**src/rtl/cv32e40p_cnn_pkg.sv**
```systemverilog
`timescale 1ns/1ps
`default_nettype none
// ============================================================================
// Module   : cv32e40p_cnn_pkg
// Brief    : Shared types, default sizes and helpers for the bit-serial
//            CNN plane accumulator.
// Revision : 1.0 - initial release
// ============================================================================
package cv32e40p_cnn_pkg;

  localparam int DEF_LANES    = 16;
  localparam int DEF_PSUM_W   = 16;
  localparam int DEF_ACT_BITS = 8;
  localparam int DEF_OUT_W    = 32;

  typedef enum logic [1:0] {
    IDLE = 2'd0,
    ACC  = 2'd1,
    DONE = 2'd2
  } state_e;

  typedef logic signed [DEF_PSUM_W-1:0] psum_t;
  typedef logic signed [DEF_OUT_W-1:0]  result_t;

  // A requested precision of 0 or above the maximum means "full precision".
  function automatic int unsigned eff_nbits(input int unsigned n, input int unsigned max_n);
    return ((n == 0) || (n > max_n)) ? max_n : n;
  endfunction

endpackage
`default_nettype wire

```
**src/rtl/cv32e40p_cnn_bitserial_acc_if.sv**
```systemverilog
`timescale 1ns/1ps
`default_nettype none
// ============================================================================
// Module   : cv32e40p_cnn_bitserial_acc_if
// Brief    : Plane input channel and result output channel, each a
//            valid/ready handshake.
// Revision : 1.0 - initial release
// ============================================================================
interface cv32e40p_cnn_bitserial_acc_if #(
  parameter int LANES  = 16,
  parameter int PSUM_W = 16,
  parameter int OUT_W  = 32
);
  logic                          plane_valid_i;
  logic                          plane_ready_o;
  logic [LANES-1:0][PSUM_W-1:0]  plane_i;
  logic                          res_valid_o;
  logic                          res_ready_i;
  logic [LANES-1:0][OUT_W-1:0]   res_o;

  // Producer/consumer side of the accumulator
  modport master (
    output plane_valid_i, plane_i, res_ready_i,
    input  plane_ready_o, res_valid_o, res_o
  );

  // Accumulator side
  modport slave (
    input  plane_valid_i, plane_i, res_ready_i,
    output plane_ready_o, res_valid_o, res_o
  );
endinterface
`default_nettype wire

```
**src/rtl/cv32e40p_cnn_bs_lane.sv**
```systemverilog
`timescale 1ns/1ps
`default_nettype none
// ============================================================================
// Module   : cv32e40p_cnn_bs_lane
// Brief    : One lane accumulator: sign-extends a plane partial sum, shifts
//            it by the plane index, optionally negates it and adds it in.
// Revision : 1.0 - initial release
// ============================================================================
module cv32e40p_cnn_bs_lane #(
  parameter int PSUM_W = 16,
  parameter int OUT_W  = 32,
  parameter int K_W    = 4
) (
  input  wire logic              clk,
  input  wire logic              rst_n,
  input  wire logic [PSUM_W-1:0] plane_i,
  input  wire logic [K_W-1:0]    k_i,
  input  wire logic              negate_i,
  input  wire logic              load_i,
  input  wire logic              en_i,
  input  wire logic              clr_i,
  output logic      [OUT_W-1:0]  acc_o
);

  logic [OUT_W-1:0] acc_q;
  logic [OUT_W-1:0] acc_d;
  logic [OUT_W-1:0] w_sext;
  logic [OUT_W-1:0] w_shift;
  logic [OUT_W-1:0] w_term;

  assign w_sext  = {{(OUT_W-PSUM_W){plane_i[PSUM_W-1]}}, plane_i};
  assign w_shift = w_sext << k_i;
  assign w_term  = negate_i ? (~w_shift + {{(OUT_W-1){1'b0}}, 1'b1}) : w_shift;

  // Next accumulator value: clear wins, first plane loads, later planes add.
  always_comb begin
    acc_d = acc_q;
    if (clr_i) begin
      acc_d = '0;
    end else if (en_i) begin
      acc_d = load_i ? w_term : (acc_q + w_term);
    end
  end

  // Accumulator register.
  always_ff @(posedge clk or negedge rst_n) begin
    if (!rst_n) begin
      acc_q <= '0;
    end else begin
      acc_q <= acc_d;
    end
  end

  assign acc_o = acc_q;

endmodule
`default_nettype wire

```
**src/rtl/cv32e40p_cnn_bitserial_acc.sv**
```systemverilog
`timescale 1ns/1ps
`default_nettype none
// ============================================================================
// Module   : cv32e40p_cnn_bitserial_acc
// Brief    : Bit-plane combiner. Shift-accumulates LSB-first bit-planes of
//            per-lane partial sums into LANES full-width results, with
//            runtime precision, signed mode, backpressure and abort.
// Revision : 1.0 - initial release
// ============================================================================
module cv32e40p_cnn_bitserial_acc
  import cv32e40p_cnn_pkg::*;
#(
  parameter int LANES    = DEF_LANES,
  parameter int PSUM_W   = DEF_PSUM_W,
  parameter int ACT_BITS = DEF_ACT_BITS,
  parameter int OUT_W    = DEF_OUT_W
) (
  input  wire logic                        clk,
  input  wire logic                        rst_n,
  input  wire logic                        mode_i,
  input  wire logic                        signed_i,
  input  wire logic [$clog2(ACT_BITS):0]   nbits_i,
  input  wire logic                        flush_i,
  cv32e40p_cnn_bitserial_acc_if.slave      bus
);

  localparam int NB_W = $clog2(ACT_BITS) + 1;

  if (OUT_W < PSUM_W + ACT_BITS + 1) begin : g_width_err
    $error("cv32e40p_cnn_bitserial_acc: OUT_W too small for PSUM_W+ACT_BITS+1");
  end

  state_e                      state_q;
  logic [NB_W-1:0]             k_q;
  logic [NB_W-1:0]             effn_q;
  logic                        mode_q;
  logic                        signed_q;
  logic                        ready_q;
  logic                        rvalid_q;

  logic                        w_fire;
  logic                        w_pop;
  logic [NB_W-1:0]             w_effn_in;
  logic                        w_last;
  logic                        w_neg;
  logic [NB_W-1:0]             w_k;
  logic                        w_load;
  logic                        w_clr;
  logic [LANES-1:0][OUT_W-1:0] w_acc;

  // Flush blocks the plane presented in the same cycle.
  assign w_fire    = bus.plane_valid_i && ready_q && !flush_i;
  assign w_pop     = rvalid_q && bus.res_ready_i;
  assign w_effn_in = NB_W'(eff_nbits(32'(nbits_i), ACT_BITS));

  // In IDLE the config comes straight from the inputs; later it is latched.
  assign w_last = (state_q == IDLE) ? (w_effn_in == NB_W'(1))
                                    : (k_q == (effn_q - NB_W'(1)));
  assign w_neg  = ((state_q == IDLE) ? signed_i : signed_q) && w_last;
  assign w_k    = (state_q == IDLE) ? '0 : k_q;
  assign w_load = (state_q == IDLE);
  assign w_clr  = flush_i || w_pop;

  // Control FSM with registered handshake outputs.
  always_ff @(posedge clk or negedge rst_n) begin
    if (!rst_n) begin
      state_q  <= IDLE;
      k_q      <= '0;
      effn_q   <= '0;
      mode_q   <= 1'b0;
      signed_q <= 1'b0;
      ready_q  <= 1'b0;
      rvalid_q <= 1'b0;
    end else if (flush_i) begin
      state_q  <= IDLE;
      k_q      <= '0;
      ready_q  <= 1'b1;
      rvalid_q <= 1'b0;
    end else begin
      case (state_q)
        IDLE: begin
          ready_q <= 1'b1;
          if (w_fire) begin
            mode_q   <= mode_i;
            signed_q <= signed_i;
            effn_q   <= w_effn_in;
            k_q      <= NB_W'(1);
            if (w_last) begin
              state_q  <= DONE;
              ready_q  <= 1'b0;
              rvalid_q <= 1'b1;
            end else begin
              state_q  <= ACC;
            end
          end
        end
        ACC: begin
          if (w_fire) begin
            k_q <= k_q + NB_W'(1);
            if (w_last) begin
              state_q  <= DONE;
              ready_q  <= 1'b0;
              rvalid_q <= 1'b1;
            end
          end
        end
        DONE: begin
          if (bus.res_ready_i) begin
            state_q  <= IDLE;
            k_q      <= '0;
            ready_q  <= 1'b1;
            rvalid_q <= 1'b0;
          end
        end
        default: begin
          state_q  <= IDLE;
          k_q      <= '0;
          ready_q  <= 1'b1;
          rvalid_q <= 1'b0;
        end
      endcase
    end
  end

  for (genvar g = 0; g < LANES; g++) begin : g_lane
    cv32e40p_cnn_bs_lane #(
      .PSUM_W (PSUM_W),
      .OUT_W  (OUT_W),
      .K_W    (NB_W)
    ) u_lane (
      .clk      (clk),
      .rst_n    (rst_n),
      .plane_i  (bus.plane_i[g]),
      .k_i      (w_k),
      .negate_i (w_neg),
      .load_i   (w_load),
      .en_i     (w_fire),
      .clr_i    (w_clr),
      .acc_o    (w_acc[g])
    );
  end

  assign bus.plane_ready_o = ready_q;
  assign bus.res_valid_o   = rvalid_q;
  // Results are only exposed while pending, and zeroed when CNN mode is off.
  assign bus.res_o         = (rvalid_q && mode_q) ? w_acc : '0;

endmodule
`default_nettype wire

```
**src/flat_wrapper.sv**
```systemverilog
// flat-port wrapper written by rule: the top's interface ports become plain ports
module cv32e40p_cnn_bitserial_acc_flat import cv32e40p_cnn_pkg::*;
#(
  parameter int LANES    = DEF_LANES,
  parameter int PSUM_W   = DEF_PSUM_W,
  parameter int ACT_BITS = DEF_ACT_BITS,
  parameter int OUT_W    = DEF_OUT_W
)
  (clk, rst_n, mode_i, signed_i, nbits_i, flush_i, bus_plane_valid_i, bus_plane_i, bus_res_ready_i, bus_plane_ready_o, bus_res_valid_o, bus_res_o);
  cv32e40p_cnn_bitserial_acc_if #(.LANES(LANES), .PSUM_W(PSUM_W), .OUT_W(OUT_W)) bus_i ();
  input  wire logic clk;
  input  wire logic rst_n;
  input  wire logic mode_i;
  input  wire logic signed_i;
  input  wire logic [$clog2(ACT_BITS):0] nbits_i;
  input  wire logic flush_i;
  input wire logic [$bits(bus_i.plane_valid_i)-1:0] bus_plane_valid_i;
  input wire logic [$bits(bus_i.plane_i)-1:0] bus_plane_i;
  input wire logic [$bits(bus_i.res_ready_i)-1:0] bus_res_ready_i;
  output wire logic [$bits(bus_i.plane_ready_o)-1:0] bus_plane_ready_o;
  output wire logic [$bits(bus_i.res_valid_o)-1:0] bus_res_valid_o;
  output wire logic [$bits(bus_i.res_o)-1:0] bus_res_o;
  assign bus_i.plane_valid_i = bus_plane_valid_i;
  assign bus_i.plane_i = bus_plane_i;
  assign bus_i.res_ready_i = bus_res_ready_i;
  assign bus_plane_ready_o = bus_i.plane_ready_o;
  assign bus_res_valid_o = bus_i.res_valid_o;
  assign bus_res_o = bus_i.res_o;
  cv32e40p_cnn_bitserial_acc #(.LANES(LANES), .PSUM_W(PSUM_W), .ACT_BITS(ACT_BITS), .OUT_W(OUT_W)) u_core (.clk(clk), .rst_n(rst_n), .mode_i(mode_i), .signed_i(signed_i), .nbits_i(nbits_i), .flush_i(flush_i), .bus(bus_i));
endmodule
```
**config.mk**
```make
export PLATFORM = sky130hd
export DESIGN_NAME = cv32e40p_cnn_bitserial_acc_flat
export DESIGN_NICKNAME = d
export VERILOG_FILES = /design/src/rtl/cv32e40p_cnn_pkg.sv /design/src/rtl/cv32e40p_cnn_bitserial_acc_if.sv /design/src/rtl/cv32e40p_cnn_bs_lane.sv /design/src/rtl/cv32e40p_cnn_bitserial_acc.sv /design/src/flat_wrapper.sv
export SDC_FILE = /design/constraint.sdc
export NUM_CORES = 2
export LEC_CHECK = 0
export ABC_AREA = 0
export CORE_UTILIZATION = 50
export CTS_BUF_LIST = sky130_fd_sc_hd__clkbuf_4
export CTS_CLUSTER_SIZE = 30
export DETAILED_ROUTE_END_ITERATION = 8
export PLACE_DENSITY_LB_ADDON = 0.15
export SYNTH_ARGS = -nofsm -noshare
export SYNTH_HDL_FRONTEND = slang
export SYNTH_SLANG_ARGS = --single-unit
```
**constraint.sdc**
```tcl
create_clock -name clk -period 6.6 [get_ports clk]
set_clock_uncertainty 0.05 [all_clocks]
set_input_delay 1.65 -clock clk [delete_from_list [all_inputs] [get_ports clk]]
set_output_delay 1.65 -clock clk [all_outputs]
set_load 0.05 [all_outputs]
```
### Word level (Yosys, flattened, before mapping)

Index checks and enable logic that the tools add are counted.

| word-level totals | value |
|---|---|
| register bits after elaboration | 526 |
| latch bits | 0 |
| RAM bits | 0 |
| memory bits (read-only) | 0 |
| memories kept | 0 |

| cells by class | value |
|---|---|
| add/subtract/negate cells | 34 |
| multiply operators | 0 |
| div/mod/pow operators | 0 |
| order comparisons | 1 |
| equal/unequal tests | 10 |
| shift operators | 16 |
| muxes and demuxes | 93 |
| bitwise gates (word level) | 17 |
| reduce and logical (&&, ||, !) cells | 17 |

Operator list:

| cell | count |
|---|---|
| two-way mux 32 bit | 64 |
| adder 32 x 1 -> 32 bit (second input constant) | 16 |
| adder 32 bit | 16 |
| two-way mux 512 bit | 1 |
| NOT 32 bit | 16 |
| left shift 32 x 4 -> 32 bit | 16 |
| two-way mux 4 bit | 6 |
| two-way mux 1 bit | 12 |
| two-way mux 2 bit | 6 |
| one-hot mux 4 bit (3 select lines) | 1 |
| AND reduction 3 bit | 4 |
| != test 3 x 1 -> 1 bit (second input constant) | 2 |
| != test 3 x 2 -> 1 bit (second input constant) | 2 |
| != test 3 bit (second input constant) | 2 |
| one-hot mux 2 bit (3 select lines) | 1 |
| logical AND 1 bit | 5 |
| adder 4 x 1 -> 4 bit (second input constant) | 1 |
| equality test 4 x 1 -> 1 bit (second input constant) | 1 |
| equality test 4 bit | 1 |
| > comparator 4 bit (second input constant) | 1 |
| zero test 4 bit | 1 |
| AND reduction 4 bit | 1 |
| subtractor 4 x 1 -> 4 bit (second input constant) | 1 |
| one-hot mux 1 bit (3 select lines) | 1 |
| other kinds (9) | 10 |

### Longest topological paths before layout

| logic depth | value |
|---|---|
| word-level depth | 11 |
| mapped depth | 33 |
| depth with buffers taken out | 25 |

### Cells and area by module

A second synthesis with hierarchy kept.

| unflattened totals | value |
|---|---|
| cells, all modules | 11,297 |
| area total of the unflattened synthesis | 86,314.0 sq um |

Modules (own cells, without submodules):

| module | instances | cells each | area each (sq um) | sequential area each (sq um) |
|---|---|---|---|---|
| cv32e40p_cnn_bs_lane at u_core.g_lane[3].u_lane ... | 6 | 648 | 5,047.3 | 800.8 |
| cv32e40p_cnn_bs_lane at u_core.g_lane[12].u_lane ... | 5 | 676 | 5,144.9 | 800.8 |
| cv32e40p_cnn_bs_lane at u_core.g_lane[2].u_lane | 1 | 691 | 5,255.0 | 800.8 |
| cv32e40p_cnn_bs_lane at u_core.g_lane[7].u_lane | 1 | 656 | 5,222.5 | 800.8 |
| cv32e40p_cnn_bs_lane at u_core.g_lane[11].u_lane | 1 | 661 | 5,185.0 | 800.8 |
| cv32e40p_cnn_bs_lane at u_core.g_lane[10].u_lane | 1 | 658 | 5,137.4 | 800.8 |
| cv32e40p_cnn_bs_lane at u_core.g_lane[0].u_lane | 1 | 648 | 5,011.1 | 800.8 |
| cv32e40p_cnn_bitserial_acc | 1 | 715 | 4,494.3 | 350.3 |

### Least setup slack after synthesis

OpenSTA, ideal clock, no wires.

| timing | value |
|---|---|
| path type | in2reg |
| from | in nbits_i[1] |
| to | reg u_core.g_lane[10].u_lane.acc_q[31] |
| library setup time | 0.145 ns |
| arrival | 6.872 ns |
| required time | 6.405 ns |
| slack | -0.467 ns |
| stages | 21 |
| cells stage by stage | nor4b_1 a32oi_1 nor2_1 buf_2 buf_1 clkbuf_1 a211oi_1 a31o_2 ha_1 a21oi_1 nor2b_1 a311oi_1 a211oi_1 o311ai_0 a2111oi_0 o41ai_1 o21ai_0 or4_1 nand4_1 mux2i_1 o221ai_1 |

| between the ends | value |
|---|---|
| longest elaborated chain between the ends | 11 |

Ends and longest elaborated chain:

| what | RTL line | source |
|---|---|---|
| start, declared | flat_wrapper.sv:15 | `input wire logic [$clog2(ACT_BITS):0] nbits_i;` |
| > comparator 4 bit / zero test 4 bit (equally long branches) | cv32e40p_cnn_pkg.sv:27 | `return ((n == 0) \|\| (n > max_n)) ? max_n : n;` |
| logical OR 1 bit | cv32e40p_cnn_pkg.sv:27 |  |
| two-way mux 4 bit * | cv32e40p_cnn_pkg.sv:27 |  |
| equality test 4 x 1 -> 1 bit * | cv32e40p_cnn_bitserial_acc.sv:57 | `assign w_last = (state_q == IDLE) ? (w_effn_in == NB_W'(1))` |
| two-way mux 1 bit * | cv32e40p_cnn_bitserial_acc.sv:57 |  |
| logical AND 1 bit * | cv32e40p_cnn_bitserial_acc.sv:59 | `assign w_neg = ((state_q == IDLE) ? signed_i : signed_q) && w_last;` |
| two-way mux 32 bit * | cv32e40p_cnn_bs_lane.sv:33 | `assign w_term = negate_i ? (~w_shift + {{(OUT_W-1){1'b0}}, 1'b1}) : w_shift;` |
| adder 32 bit | cv32e40p_cnn_bs_lane.sv:41 | `acc_d = load_i ? w_term : (acc_q + w_term);` |
| two-way mux 32 bit * | cv32e40p_cnn_bs_lane.sv:41 |  |
| two-way mux 32 bit * | cv32e40p_cnn_bs_lane.sv:40 | `end else if (en_i) begin` |
| two-way mux 32 bit * | cv32e40p_cnn_bs_lane.sv:38 | `if (clr_i) begin` |
| end signal, assigned | cv32e40p_cnn_bs_lane.sv:48 | `acc_q <= '0;` |
| end signal, assigned | cv32e40p_cnn_bs_lane.sv:50 | `acc_q <= acc_d;` |
| end, declared | cv32e40p_cnn_bs_lane.sv:25 | `logic [OUT_W-1:0] acc_q;` |

Every way passes the cells marked *; elsewhere a longest branch is shown, timed or not. The select of a mux whose other input is x is not followed.
A chain may end at the register's enable or synchronous reset.

### Final worst setup path

| timing | value |
|---|---|
| from | reg u_core.state_q[1] |
| to | reg u_core.g_lane[12].u_lane.acc_q[30] |

| between the ends | value |
|---|---|
| longest elaborated chain between the ends | 10 |

Ends and longest elaborated chain:

| what | RTL line | source |
|---|---|---|
| start, declared | cv32e40p_cnn_bitserial_acc.sv:33 | `state_e state_q;` |
| start signal, assigned | cv32e40p_cnn_bitserial_acc.sv:67 | `state_q <= IDLE;` |
| start signal, assigned | cv32e40p_cnn_bitserial_acc.sv:75 | `state_q <= IDLE;` |
| start signal, assigned | cv32e40p_cnn_bitserial_acc.sv:89 | `state_q <= DONE;` |
| zero test 2 bit * | -- |  |
| two-way mux 4 bit | cv32e40p_cnn_bitserial_acc.sv:60 | `assign w_k = (state_q == IDLE) ? '0 : k_q;` |
| left shift 32 x 4 -> 32 bit | cv32e40p_cnn_bs_lane.sv:32 | `assign w_shift = w_sext << k_i;` |
| NOT 32 bit | cv32e40p_cnn_bs_lane.sv:33 |  |
| adder 32 x 1 -> 32 bit | cv32e40p_cnn_bs_lane.sv:33 |  |
| two-way mux 32 bit | cv32e40p_cnn_bs_lane.sv:33 |  |
| adder 32 bit | cv32e40p_cnn_bs_lane.sv:41 |  |
| two-way mux 32 bit * | cv32e40p_cnn_bs_lane.sv:41 |  |
| two-way mux 32 bit * | cv32e40p_cnn_bs_lane.sv:40 |  |
| two-way mux 32 bit * | cv32e40p_cnn_bs_lane.sv:38 |  |
| end signal, assigned | cv32e40p_cnn_bs_lane.sv:48 |  |
| end signal, assigned | cv32e40p_cnn_bs_lane.sv:50 |  |
| end, declared | cv32e40p_cnn_bs_lane.sv:25 |  |

Marks and branches as above.

==> flow_metrics.py <==
metrics = {
    "setup_path": {
        "r2r_cells": 26,
        "path_delay_family": "compound AO/OA/AOI/OAI gates",
        "path_common_cell": "buf_4",
        "r2r-start": "u_core.state_q[1]$_DFFE_PN0P_",
        "crit_end": "u_core.g_lane[12].u_lane.acc_o[30]$_DFFE_PN0P_",
        "cp-end-kind": "flip-flop",
        "r2r-end": "u_core.g_lane[12].u_lane.acc_o[30]$_DFFE_PN0P_",
        "critPathKind": "flip-flop to flip-flop",
        "critPathLaunch": "u_core.state_q[1]$_DFFE_PN0P_",
        "cp.required_ns": 7.73,
        "startpoint_type": "flip-flop",
        "slowest_delay_ns": 0.55,
        "path_max_fanout": 11,
        "rrSetupSlack_ns": 0.14,
        "worst_path_max_delay_cell": "dfrtp_4",
        "cp.depth": 26,
        "arrival_ns": 7.59,
        "cp_num_buf_inv": 5,
    },
    "synthesis": {
        "yosysWarnings": 0,
        "seq_area_frac_synth_pct": 16.5,
        "syn_nets": 11700,
        "synthArstFlopShare_pct": 100,
        "synth-edff-count": 0,
        "ys_seq_elements": 526,
        "syn-cell-area_sq_um": 79600,
        "netlist_instances": 10800,
        "syn_area_per_cell_sq_um": 7.35,
        "ys.flop_type": "dfrtp_1",
        "synth.distinct_cells": 127,
    },
    "sta": {
        "period_share_pct": 97.8,
        "period_minus_slack_ns": 6.46,
        "timing.hold.ws_ns": 0.214,
        "finalSetupViolations": 0,
        "tightest_slew_ns": 1.33,
        "rsz0062_at_grt": "true",
        "finalHoldViolations": 0,
        "max_freq_mhz": 155,
        "finalMaxSlewViolations": 0,
        "setup_tns_ns": 0,
        "relSlewSlack_pct": 11.3,
    },
    "power": {
        "powerDensity_nw_per_um2": 170,
        "ir_drop_v": 0.000260,
        "leakagePower_nw": 51.7,
    },
    "final_layout": {
        "synthToLayoutAreaGrowth_pct": 35.2,
        "final_nets": 14200,
        "stdcell_area_sq_um": 108000,
        "n_fill_cell": 13500,
        "final_cells": 15600,
        "drive_gt1_share_pct": 21.9,
    },
    "floorplan": {
        "coreArea_sq_um": 158000,
        "io_pins": 781,
        "initial_core_util_pct": 50.3,
        "die_x_um": 401,
        "die_area_sq_um": 161000,
        "chipHeight_um": 401,
        "rows": 146,
    },
    "clocking": {
        "clk_latency_ns": 1.38,
        "clockBufferDepth": 3,
        "cts_hold_buf": 0,
        "tritoncts": "done",
        "cts-root-buf": "clkbuf_4",
        "cts_sinks": 526,
        "htreeDepth": 4,
        "numCtsBuffers": 173,
        "path_clk_slew_ns": 0.09,
    },
    "global_routing": {
        "grt_antenna_before_repair": 105,
        "grt_overflow": 0,
        "grt_pass1_vias": 94600,
        "grt_use_total_pct": 45.3,
        "grt_max_degree": 146,
        "grt_pass1_wl_um": 568000,
    },
    "drt": {
        "drc": 0,
        "vias": 99500,
        "wirelength_um": 381000,
        "wire_per_inst_um": 24.4,
        "wl_met1_um": 148000,
        "routed.top_layer": "met5",
        "drt-vias-per-instance": 6.38,
        "drt_iter0_drc": 11200,
        "drt_pass1_iterations": 9,
        "ant_nets": 0,
        "wl_met2_um": 160000,
        "met3_length_um": 46300,
    },
    "placement": {
        "gp_congestion": 1.04,
        "portBuffers": 780,
        "placed_cell_area_sq_um": 105000,
        "dp_hpwl_um": 291000,
        "placed_cells": 15200,
    },
    "flow_run": {
        "drv_cap": 0,
    },
    "status": {
        "status": "completed",
    },
    "hold_path": {
        "hp-class": "input port to async pin",
    },
}
-- area by class of cell --
| class | count | area, sq um | area share [%] |
|---|---|---|---|
| well taps | 2072 | 2590 | 2.41 |
| multi-input cells | 9333 | 62700 | 58.3 |
| flip-flops and latches | 526 | 13200 | 12.3 |
| inverters | 213 | 800 | 0.743 |
| diodes | 57 | 143 | 0.133 |
| clock inverters | 88 | 502 | 0.466 |
| repair buffers | 3097 | 26000 | 24.1 |
| clock buffers | 224 | 1680 | 1.56 |
-- synthesized netlist by cell type (all sizes together), types with 26 or more instances --
library cell | number | area share [%]
mux2 | 46 | 0.65
nor2 | 885 | 4.2
or2 | 47 | 0.37
nand2 | 1406 | 6.6
nand3 | 170 | 1.1
a31oi | 130 | 1.0
o22ai | 90 | 0.71
mux2i | 296 | 3.8
o211a | 61 | 0.77
and2 | 93 | 0.73
mux4 | 114 | 3.2
o21bai | 52 | 0.49
o221ai | 27 | 0.30
a21oi | 953 | 6.0
a221o | 30 | 0.38
nor4 | 29 | 0.31
and3 | 583 | 4.6
nand2b | 92 | 0.72
nand4 | 66 | 0.53
nor3 | 199 | 1.3
clkbuf | 460 | 2.2
ha | 594 | 9.3
nor2b | 99 | 0.78
o31ai | 76 | 0.75
a22o | 65 | 0.72
o211ai | 89 | 0.85
buf | 296 | 2.1
xor2 | 315 | 3.5
a22oi | 78 | 0.75
a221oi | 54 | 0.68
a211oi | 192 | 1.8
or3 | 44 | 0.36
a31o | 26 | 0.29
a21boi | 29 | 0.27
o21ai | 1027 | 6.5
inv | 212 | 1.0
a211o | 43 | 0.47
o21a | 114 | 1.1
dfrtp | 526 | 17
xnor2 | 536 | 5.9
a21o | 224 | 2.1
-- report_power, final --
part           total [mW]  leakage [nW]  internal [mW]  switching [mW]
Clock                3.70          1.29           1.79            1.91
Combinational        10.4          43.5           4.87            5.53
Sequential           4.18          6.97           3.60           0.585
Total                18.3          51.7           10.3            8.03
-- metrics by stage --
| step | setup slack, ns | utilization [%] | power [mW] |
|---|---|---|---|
| floorplan | -0.124 | - | 9.94 |
| global placement | -0.770 | 66.2 | 14.0 |
| detailed placement | -0.797 | 66.2 | 14.3 |
| CTS | 0.129 | 67.6 | 18.0 |
| global route | -0.0173 | 68.0 | 19.3 |
| finish | 0.143 | 68.0 | 18.3 |
-- registers in the layout (all words and copies together), names as in the netlist --
| register | count |
|---|---|
| u_core.k_q | 4 |
| u_core.bus.plane_ready_o | 1 |
| u_core.signed_q | 1 |
| u_core.mode_q | 1 |
| u_core.bus.res_valid_o | 1 |
| u_core.g_lane.u_lane.acc_o | 512 |
| u_core.state_q | 2 |
| u_core.effn_q | 4 |
-- worst min-delay path by stage --
stage / startpoint / endpoint / slack [ns] / cells after the start
after floorplan: u_core.g_lane[11].u_lane.acc_o[16]$_DFFE_PN0P_ / u_core.g_lane[11].u_lane.acc_o[16]$_DFFE_PN0P_ / 0.41 / 2
after global placement: u_core.g_lane[15].u_lane.acc_o[21]$_DFFE_PN0P_ / u_core.g_lane[15].u_lane.acc_o[21]$_DFFE_PN0P_ / 0.43 / 2
after detailed placement: u_core.g_lane[15].u_lane.acc_o[21]$_DFFE_PN0P_ / u_core.g_lane[15].u_lane.acc_o[21]$_DFFE_PN0P_ / 0.43 / 2
after CTS: rst_n / u_core.g_lane[8].u_lane.acc_o[18]$_DFFE_PN0P_ / 0.14 / 1
after global routing: rst_n / u_core.g_lane[8].u_lane.acc_o[18]$_DFFE_PN0P_ / 0.22 / 1
final: rst_n / u_core.g_lane[8].u_lane.acc_o[18]$_DFFE_PN0P_ / 0.21 / 1
-- repair_timing --
item,in CTS,in global routing
setup buffers,0,32
endpoints found under the setup margin,1,56
hold endpoints to repair,0,0
resized for setup,1,38
cloned,0,2
pin swaps,0,9
-- cells by family (layout without fill, tap and decap cells) --
family                   after synthesis  after routing  synth area share [%]
other                                  0             57                     0
adder cells (fa/ha/maj)              610            610                  9.74
AND/OR/NAND/NOR                     3797           3797                  22.5
XOR/XNOR                             851            851                  9.37
flip-flops                           526            526                  16.5
buffers and inverters                969           3622                  5.30
multiplexers                         456            456                  7.64
AO/OA/AOI/OAI                       3617           3619                  29.0
-- cells in the final DEF (no fill, tap or decap), types with 128 or more instances in the layout --
cell             synthesis  final
a21oi_1                951    949
nor2_1                 885    871
clkdlybuf4s50_1          0    779
a211oi_1               191    187
nand3_1                169    168
o21ai_0                950    944
clkbuf_4                 0    224
buf_4                   24   2251
mux2i_1                292    292
a31oi_1                128    128
a21o_1                 224    224
nand2_1               1406   1396
dfrtp_1                526    518
inv_1                  212    210
xor2_1                 315    315
xnor2_1                536    536
ha_1                   594    594
and3_1                 583    583
nor3_1                 196    188
-- per-layer routing --
metal  vias up  GRT usage (%)
met5         -              0
met3      1454           13.1
met1     47200           57.6
li1      44900              -
met4        98           28.3
met2      5841           67.4
No activity file was read; power rests on OpenSTA's default activity.
